[src/rtl/somador_completo.sv]
// Parameterizable ripple-carry full adder with combinational sum/carry/propagate/generate
// outputs and a registered, valid-flagged copy of the result for pipelined consumers.
module somador_completo #(
  parameter int WIDTH = 1
) (
  input  logic             clk,
  input  logic             rst_n,
  input  logic             en,
  input  logic [WIDTH-1:0] A,
  input  logic [WIDTH-1:0] B,
  input  logic             Cin,
  output logic [WIDTH-1:0] R,
  output logic             Cout,
  output logic [WIDTH-1:0] P,
  output logic [WIDTH-1:0] G,
  output logic [WIDTH-1:0] R_q,
  output logic             Cout_q,
  output logic             valid_q
);

  // Bit-serial ripple: the carry is a scalar local, so no signal feeds back on itself.
  function automatic logic [WIDTH:0] ripple_add(
    input logic [WIDTH-1:0] a,
    input logic [WIDTH-1:0] b,
    input logic             c_in
  );
    logic [WIDTH-1:0] s;
    logic             c;
    c = c_in;
    s = '0;
    for (int i = 0; i < WIDTH; i++) begin
      s[i] = a[i] ^ b[i] ^ c;
      c    = (a[i] & b[i]) | (c & (a[i] ^ b[i]));
    end
    return {c, s};
  endfunction

  logic [WIDTH:0]   sum_s;
  logic [WIDTH-1:0] sum_d, sum_q;
  logic             carry_d, carry_q;
  logic             vld_d, vld_q;

  // Combinational adder path, independent of clock and reset.
  always_comb begin
    sum_s = ripple_add(A, B, Cin);
    R     = sum_s[WIDTH-1:0];
    Cout  = sum_s[WIDTH];
    P     = A ^ B;
    G     = A & B;
  end

  // Next-state for the result registers: capture on en, otherwise hold and drop valid.
  always_comb begin
    sum_d   = sum_q;
    carry_d = carry_q;
    vld_d   = 1'b0;
    if (en) begin
      sum_d   = R;
      carry_d = Cout;
      vld_d   = 1'b1;
    end else begin
      sum_d   = sum_q;
      carry_d = carry_q;
      vld_d   = 1'b0;
    end
  end

  // Result registers with asynchronous clear.
  always_ff @(posedge clk or negedge rst_n) begin
    if (!rst_n) begin
      sum_q   <= '0;
      carry_q <= 1'b0;
      vld_q   <= 1'b0;
    end else begin
      sum_q   <= sum_d;
      carry_q <= carry_d;
      vld_q   <= vld_d;
    end
  end

  assign R_q     = sum_q;
  assign Cout_q  = carry_q;
  assign valid_q = vld_q;

endmodule

[config.mk]
export PLATFORM = sky130hd
export DESIGN_NAME = somador_completo
export DESIGN_NICKNAME = d
export VERILOG_FILES = /design/src/rtl/somador_completo.sv
export SDC_FILE = /design/constraint.sdc
export NUM_CORES = 1
export LEC_CHECK = 0
export CAP_MARGIN = 20
export CORE_AREA = 3 3 40 42
export DETAILED_ROUTE_END_ITERATION = 10
export DIE_AREA = 0 0 43 45
export GPL_TIMING_DRIVEN = 1
export SLEW_MARGIN = 20
export SYNTH_ARGS = -nofsm -noshare
export SYNTH_HDL_FRONTEND = slang
export SYNTH_SLANG_ARGS = --single-unit
[constraint.sdc]
create_clock -name clk -period 1 [get_ports clk]
set_input_delay 0.15 -clock clk [delete_from_list [all_inputs] [get_ports clk]]
set_output_delay 0.15 -clock clk [all_outputs]
set_load 0.005 [all_outputs]
==> results.toml, run 1 <==
[status]
outcome = "finished, violations left"
violations = "setup timing"

[worst_hold_path]
hold_class = "primary input to asynchronous set/reset pin"

[setup_path]
ff2ff_path_depth = 2
critPathMaxFanout = 2
cp.required_ns = 0.85
r2r_slack_ns = 0.13
critPathKind = "primary input to output pin"
start_kind = "primary input"
worstSetupEndpointType = "output pin"
cp.arrival_ns = 0.93
timing.rr.end = "R_q$_DFFE_PN0P_"
reg2reg_from = "R_q$_DFFE_PN0P_"

[synthesis]
synth_cells = 7
avgSynthCellArea_um2 = 18.6
yosysSeqAreaShare_pct = 57.7
syn-cell-area_um2 = 130
syn_nets = 15
synth-seq-cells = 3
synth_cell_type_count = 4
yosysWarnings = 0

[cells_and_area]
drive_above_1_share_pct = 56.0
area_delta_synth_final_pct = 162
layout.nets = 34
diodes = 0
layout_common_cells = "5 x buf_6, 3 x dfrtp_1, 3 x clkbuf_4, 3 x clkdlybuf4s15_1"
final_common_cell = "buf_6"
final_core_util_pct = 26.5

[clock_tree]
h-tree-depth = 1
numClockSinks = 3
clk_latency_ns = 0.23
cts_hold_buf = 0
cts_max_path_buffers = 2
cts-root-buf = "clkbuf_4"
cts_tree = "yes"
clkTransAtPathRegs_ns = 0.04
cts-buffers-inserted = 3

[floorplan]
core_um2 = 1280
initial_utilization_pct = 10.1
io-pin-count = 13
die_h_um = 45
die_x_um = 43
die-area_um2 = 1940
placementRows = 13

[global_route]
grt.total_usage_pct = 5.60
grt_util_met2_pct = 5.39
overflow = 0
gr-usage-met1_pct = 4.87
grt_pass1_vias = 151
grt_busiest_layer = "met3"
grt_max_degree = 4
grt.met3_usage_pct = 7.97
grt_pass1_wl_um = 662
antenna_found_initial = 0

[place]
dpl_worst_slack_ns = -0.858
port_buffers = 12
gp_congestion = 0.690

[run]
cap_violations = 0

[timing]
setup_violations = 1
worst_pin_slew_ns = 0.139
layout_min_cycle_time_ns = 1.08
slew_headroom_pct = 90.7
finClkSkew_ns = 0
setup_ws_ns = -0.0755
rsz0062_at_grt = "true"
fin_crit_sh_pct = 108
fmax_ghz = 0.930
maxSlewViolCount = 0
hold_viol = 0

[pwr]
powerDensity_nw_per_um2 = 1480
irDropWorstVdd_mv = 0.366
total_power_mw = 0.502
leakagePower_nw = 0.152

[route]
postRouteAntennaNets = 0
viasPerCell = 3.48
drt_iter0_markers = 0
vias = 139
drcViolationCount = 0
first_pass_iters = 1
wl_um = 404
wire_per_inst_um = 10.1
==> flip-flops by register name, summed over array words and instances (netlist names) <==
name / count
R_q: 1
Cout_q: 1
valid_q: 1
==> what timing repair did <==
item,4_1_cts,5_1_grt
pin swaps,2,1
gates resized for setup,34,6
hold endpoints to repair,0,0
buffers inserted,2,0
setup endpoints to repair,9,3
cloned,0,0
==> final cells by class <==
class                   count  area (µm²)
repair buffers             14         146
flip-flops and latches      3        75.1
well taps                  15        18.8
fillers                   136         945
multi-input cells           4        73.8
clock buffers               4        26.3
==> stage by stage <==
step | setup TNS (ns) | cell area [µm²] | hold WS (ns) | cells
3_3_place_gp | -3.50 | 269 | 0.339 | 34
4_1_cts | -0.0908 | 317 | 0.0996 | 40
5_1_grt | -0.0888 | 340 | 0.118 | 40
3_5_place_dp | -3.60 | 269 | 0.344 | 34
6_report | -0.0755 | 340 | 0.104 | 40
2_1_floorplan | -0.0344 | 130 | -0.146 | 7
==> cell usage after synthesis <==
cell | n | area share, %
ha_1 | 1 | 9.6
dfrtp_1 | 3 | 58
fa_1 | 1 | 15
mux2_2 | 2 | 17
==> cells by family after synthesis <==
group | after synthesis | synth area share (%)
multiplexers | 2 | 17.3
flip-flops | 3 | 57.7
adder cells (fa/ha/maj) | 2 | 25.0
==> worst max-delay path: stages <==
cell and delay (ns):
buf_6 0.09, fa_2 0.58, buf_6 0.10
==> worst max-delay path by stage <==
stage | from | to | slack, ns | cells past startpoint
after floorplan | A | R_q$_DFFE_PN0P_ | -0.03 | 2
after global placement | A | R | -0.83 | 3
after detailed placement | A | R | -0.86 | 3
after CTS | A | R | -0.09 | 3
after global routing | Cin | R | -0.09 | 3
final | Cin | R | -0.08 | 3
==> layer usage <==
metal | up-vias | part of all wire, %
met5 | - | 0
met4 | 0 | 0
met3 | 0 | 28
met2 | 13 | 32
met1 | 64 | 39
li1 | 62 | -
==> where the power goes <==
group | leakage (nW) | total (mW) | internal, mW | switching, mW
logic | 0.102 | 0.151 | 0.107 | 0.0440
registers | 0.0350 | 0.144 | 0.137 | 0.00702
clock network | 0.0150 | 0.207 | 0.149 | 0.0579
total | 0.152 | 0.502 | 0.393 | 0.109
Note: power is estimated with default switching activity, not from simulation.
==> run 2, diff against run 1 <==
Clock period 1 ns to 1.4 ns, I/O delays scaled along.
==> run 2 against run 1 <==
  * The run now ends clean
  * Sequential share of layout area rose by 3.4 points
  * Hold slack improved by 0.060 ns
  * Clock skew did not move
  * Setup slack improved by 0.14 ns
  * Via count fell by 5.0%
  * Critical path depth did not move
  * First-iteration DRC count did not move
  * Sequential power fell by 28%
  * Critical endpoint is now Cout
  * Highest routed layer unchanged
==> results.toml, run 2 (synthesized netlist as in run 1, its figures left out) <==
[route]
viasPerCell = 3.38
vias = 132
wire_per_inst_um = 10.0
drt_iter0_markers = 0
wl_um = 390
postRouteAntennaNets = 0
drcViolationCount = 0
first_pass_iters = 1

[status]
outcome = "finished, final reports clean"

[timing]
layout_min_cycle_time_ns = 1.33
hold_viol = 0
finClkSkew_ns = 0
rsz0062_at_grt = "false"
slew_headroom_pct = 90.9
setup_ws_ns = 0.0662
fin_crit_sh_pct = 95.3
fmax_ghz = 0.750
worst_pin_slew_ns = 0.137
maxSlewViolCount = 0
setup_violations = 0

[setup_path]
worstSetupEndpointType = "output pin"
critPathKind = "primary input to output pin"
critPathMaxFanout = 2
crit_start = "Cin"
critPathMaxStageDelay_ns = 0.44
cp.required_ns = 1.19
start_kind = "primary input"
path_cells = "dlygate4sd2_1 -> fa_1 -> clkdlybuf4s15_1"
cp.arrival_ns = 1.12
cpMaxStageDelayCell = "fa_1"
reg2reg_from = "R_q$_DFFE_PN0P_"

[cells_and_area]
drive_above_1_share_pct = 33.3
area_delta_synth_final_pct = 127
final_common_cell = "clkdlybuf4s50_1"
layout.nets = 33
layout_common_cells = "6 x clkdlybuf4s50_1, 3 x dfrtp_1, 3 x clkbuf_4, 3 x dlygate4sd2_1, 2 x mux2_2"
final_core_util_pct = 23.0
diodes = 0
fin_cells = 39

[floorplan]
die_h_um = 45
initial_utilization_pct = 10.1
placementRows = 13
die_x_um = 43
core_um2 = 1280
die-area_um2 = 1940
io-pin-count = 13

[global_route]
antenna_found_initial = 0
overflow = 0
grt_max_degree = 4
grt_pass1_wl_um = 621
grt_pass1_vias = 141
grt.total_usage_pct = 5.35

[place]
dpl_worst_slack_ns = -0.578
port_buffers = 12
place_inst = 34
gp_congestion = 0.690

[clock_tree]
clkTransAtPathRegs_ns = 0.04
cts-buffers-inserted = 3
h-tree-depth = 1
clk_latency_ns = 0.23
cts_tree = "yes"
numClockSinks = 3
cts_max_path_buffers = 2
cts_hold_buf = 0
cts-root-buf = "clkbuf_4"

[worst_hold_path]
hold_class = "primary input to asynchronous set/reset pin"

[run]
cap_violations = 0

[pwr]
leakagePower_nw = 0.130
powerDensity_nw_per_um2 = 1120
irDropWorstVdd_mv = 0.232
-- run 2: cell types whose count changed in the layout (fill, tap and decap cells not counted), sizes merged --
cell	previous run	this run
dlygate4sd2	2	3
clkdlybuf4s50	2	6
clkdlybuf4s15	3	2
buf	7	2
-- run 2: per-stage QoR --
stage	setup TNS (ns)	total power [mW]	hold slack (ns)	cell area, µm²
2_1_floorplan	0	0.124	-0.0856	130
3_3_place_gp	-1.70	0.187	0.399	269
3_5_place_dp	-1.80	0.191	0.404	269
4_1_cts	0	0.344	0.160	302
5_1_grt	0	0.357	0.178	295
6_report	0	0.332	0.164	295
-- run 2: report_power, final --
group / switching (mW) / leakage [nW] / internal, mW
registers: 0.00538 / 0.0350 / 0.0981
logic: 0.0252 / 0.0800 / 0.0550
clock network: 0.0412 / 0.0150 / 0.107
total: 0.0718 / 0.130 / 0.260
-- run 2: repair_timing --
action / in CTS / in global routing
setup endpoints to repair: 4 / 1
resized for setup: 11 / 1
pin swaps: 2 / 1
buffers inserted: 1 / 0
endpoints found under the hold margin: 0 / 0
-- run 2: critical path: cells and delay by family --
kind | cells | cell delay, ns
adder cells (fa/ha/maj) | 1 | 0.44
buffers and inverters | 2 | 0.48
-- run 2: worst paths after layout --
check	to	depth (start not counted)	slack (ns)
setup / recovery	Cout	3	0.07
hold / removal	R_q$_DFFE_PN0P_	1	0.16
setup reg to reg	R_q$_DFFE_PN0P_	1	0.66
hold reg to reg	Cout_q$_DFFE_PN0P_	1	0.51
max in group asynchronous	Cout_q$_DFFE_PN0P_	1	1.10
min in group clk	valid_q$_DFF_PN0_	1	0.51
-- run 2: routing by layer --
layer  track usage [%]  up-vias  part of all wire, %
li1                  -       61                    -
met1              4.38       58                   42
met2              5.39       13                   29
met3              7.57        0                   29
met4              5.42        0                    0
met5                 0        -                    0
-- run 2: area by class of cell --
type / instances / area, µm²
Clock buffer: 4 / 26.3
Sequential cell: 3 / 75.1
Timing Repair Buffer: 13 / 120
Fill cell: 141 / 990
Multi-Input combinational cell: 4 / 55.1
Tap cell: 15 / 18.8
==> run 3, diff against run 2 <==
Settings changed: DONT_BUFFER_PORTS set to 1.
==> run 3 against run 2 <==
  * Register-to-register slack worse by 0.03 ns
  * Hold slack got worse by 0.029 ns
  * Combinational power decreased by 63%
  * Sequential cell count is the same
  * Non-clock buffer count is 11 lower
  * Cell count down 28%
  * Setup slack better by 0.35 ns
  * Via count fell by 25%
  * Power decreased by 13%
  * Critical path type unchanged
  * Highest routed layer is now met4
==> results.toml, run 3 (synthesized netlist as in run 1, its figures left out) <==
[status]
outcome = "finished, final reports clean"

[place]
placed_cell_area_um2 = 149
place_inst = 22
gp_congestion = 0.637
dpl_worst_slack_ns = 0.271
port_buffers = 0

[timing]
fmax_ghz = 1.01
hold_ws_ns = 0.135
layout_min_cycle_time_ns = 0.987
maxSlewViolCount = 0
setup_violations = 0
finClkSkew_ns = 0
setup_ws_ns = 0.413
hold_viol = 0
rsz0062_at_grt = "false"
worst_pin_slew_ns = 0.152
fin_crit_sh_pct = 70.5
fin_tns_setup_ns = 0
slew_headroom_pct = 89.8

[floorplan]
die_x_um = 43
placementRows = 13
initial_utilization_pct = 10.1
die_h_um = 45
io-pin-count = 13
core_um2 = 1280
die-area_um2 = 1940

[setup_path]
path_cells = "fa_1"
critical_path_depth = 1
worstSetupEndpointType = "output pin"
critPathMaxStageDelay_ns = 0.57
reg2reg_from = "R_q$_DFFE_PN0P_"
timing.rr.end = "R_q$_DFFE_PN0P_"
r2r_slack_ns = 0.63
critPathMaxFanout = 2
crit_start = "A"
cp.buffers_inverters = 0
cp.arrival_ns = 0.78
ff2ff_path_depth = 1
start_kind = "primary input"
cp.required_ns = 1.19
critical-path-top-delay-family = "adder cells"
endpoint = "R"
cpMaxStageDelayCell = "fa_1"
critPathKind = "primary input to output pin"

[route]
wire_per_inst_um = 14.6
drt_iter0_markers = 2
drcViolationCount = 0
first_pass_iters = 4
wl_um = 409
vias = 99
postRouteAntennaNets = 0
viasPerCell = 3.54

[clock_tree]
clkTransAtPathRegs_ns = 0.04
cts_resized = 0
cts_setup_buffers = 0
h-tree-depth = 1
cts-root-buf = "clkbuf_4"
cts-buffers-inserted = 3
numClockSinks = 3
cts_max_path_buffers = 2
clk_latency_ns = 0.23
cts_tree = "yes"

[cells_and_area]
final_core_util_pct = 15.2
drive_above_1_share_pct = 38.5
layout.nets = 22
diodes = 0
area_delta_synth_final_pct = 50.0
layout_common_cells = "3 x dfrtp_1, 3 x clkbuf_4, 2 x mux2_2, 2 x dlygate4sd3_1"
fin_cells = 28
n_fill_cell = 144
design_area_um2 = 195

[global_route]
grt_pass1_wl_um = 627
antenna_found_initial = 0
grt_max_degree = 4
overflow = 0
grt.total_usage_pct = 5.91
grt_pass1_vias = 129

[run]
cap_violations = 0

[worst_hold_path]
hold_class = "primary input to flop"

[pwr]
irDropWorstVdd_mv = 0.105
powerDensity_nw_per_um2 = 1470
leakagePower_nw = 0.0814
total_power_mw = 0.288
[run 3: cell type report]
class | count | area (µm²) | share of cell area, %
Clock buffer | 4 | 26.3 | 13.5
Tap cell | 15 | 18.8 | 9.62
Multi-Input combinational cell | 4 | 55.1 | 28.2
Timing Repair Buffer | 2 | 20.0 | 10.3
Sequential cell | 3 | 75.1 | 38.5
[run 3: worst min path at each step]
stage | slack [ns] | cells after the start | from | end
floorplan | -0.09 | 0 | rst_n | Cout_q$_DFFE_PN0P_
global placement | -0.09 | 0 | rst_n | valid_q$_DFF_PN0_
detailed placement | -0.09 | 0 | rst_n | R_q$_DFFE_PN0P_
CTS | 0.001 | 0 | en | valid_q$_DFF_PN0_
global route | 0.12 | 1 | en | R_q$_DFFE_PN0P_
finish | 0.13 | 1 | en | Cout_q$_DFFE_PN0P_
[run 3: per-layer routing]
| metal | track usage [%] | wire length, µm | up-vias |
|---|---|---|---|
| li1 | - | - | 37 |
| met1 | 2.89 | 107 | 45 |
| met2 | 4.79 | 113 | 15 |
| met3 | 12.4 | 176 | 2 |
| met4 | 7.23 | 11 | 0 |
| met5 | 0 | 0 | - |
[run 3: repair_timing]
item | CTS | global route
setup endpoints to repair | 0 | 0
hold buffers | 1 | 1
endpoints found under the hold margin | 3 | 1
[run 3: report_power, final]
| part | internal, mW | total (mW) | switching (mW) | leakage [nW] |
|---|---|---|---|---|
| sequential | 0.0983 | 0.106 | 0.00805 | 0.0350 |
| clock | 0.107 | 0.151 | 0.0445 | 0.0150 |
| combinational | 0.0179 | 0.0299 | 0.0120 | 0.0313 |
| total | 0.223 | 0.288 | 0.0646 | 0.0814 |
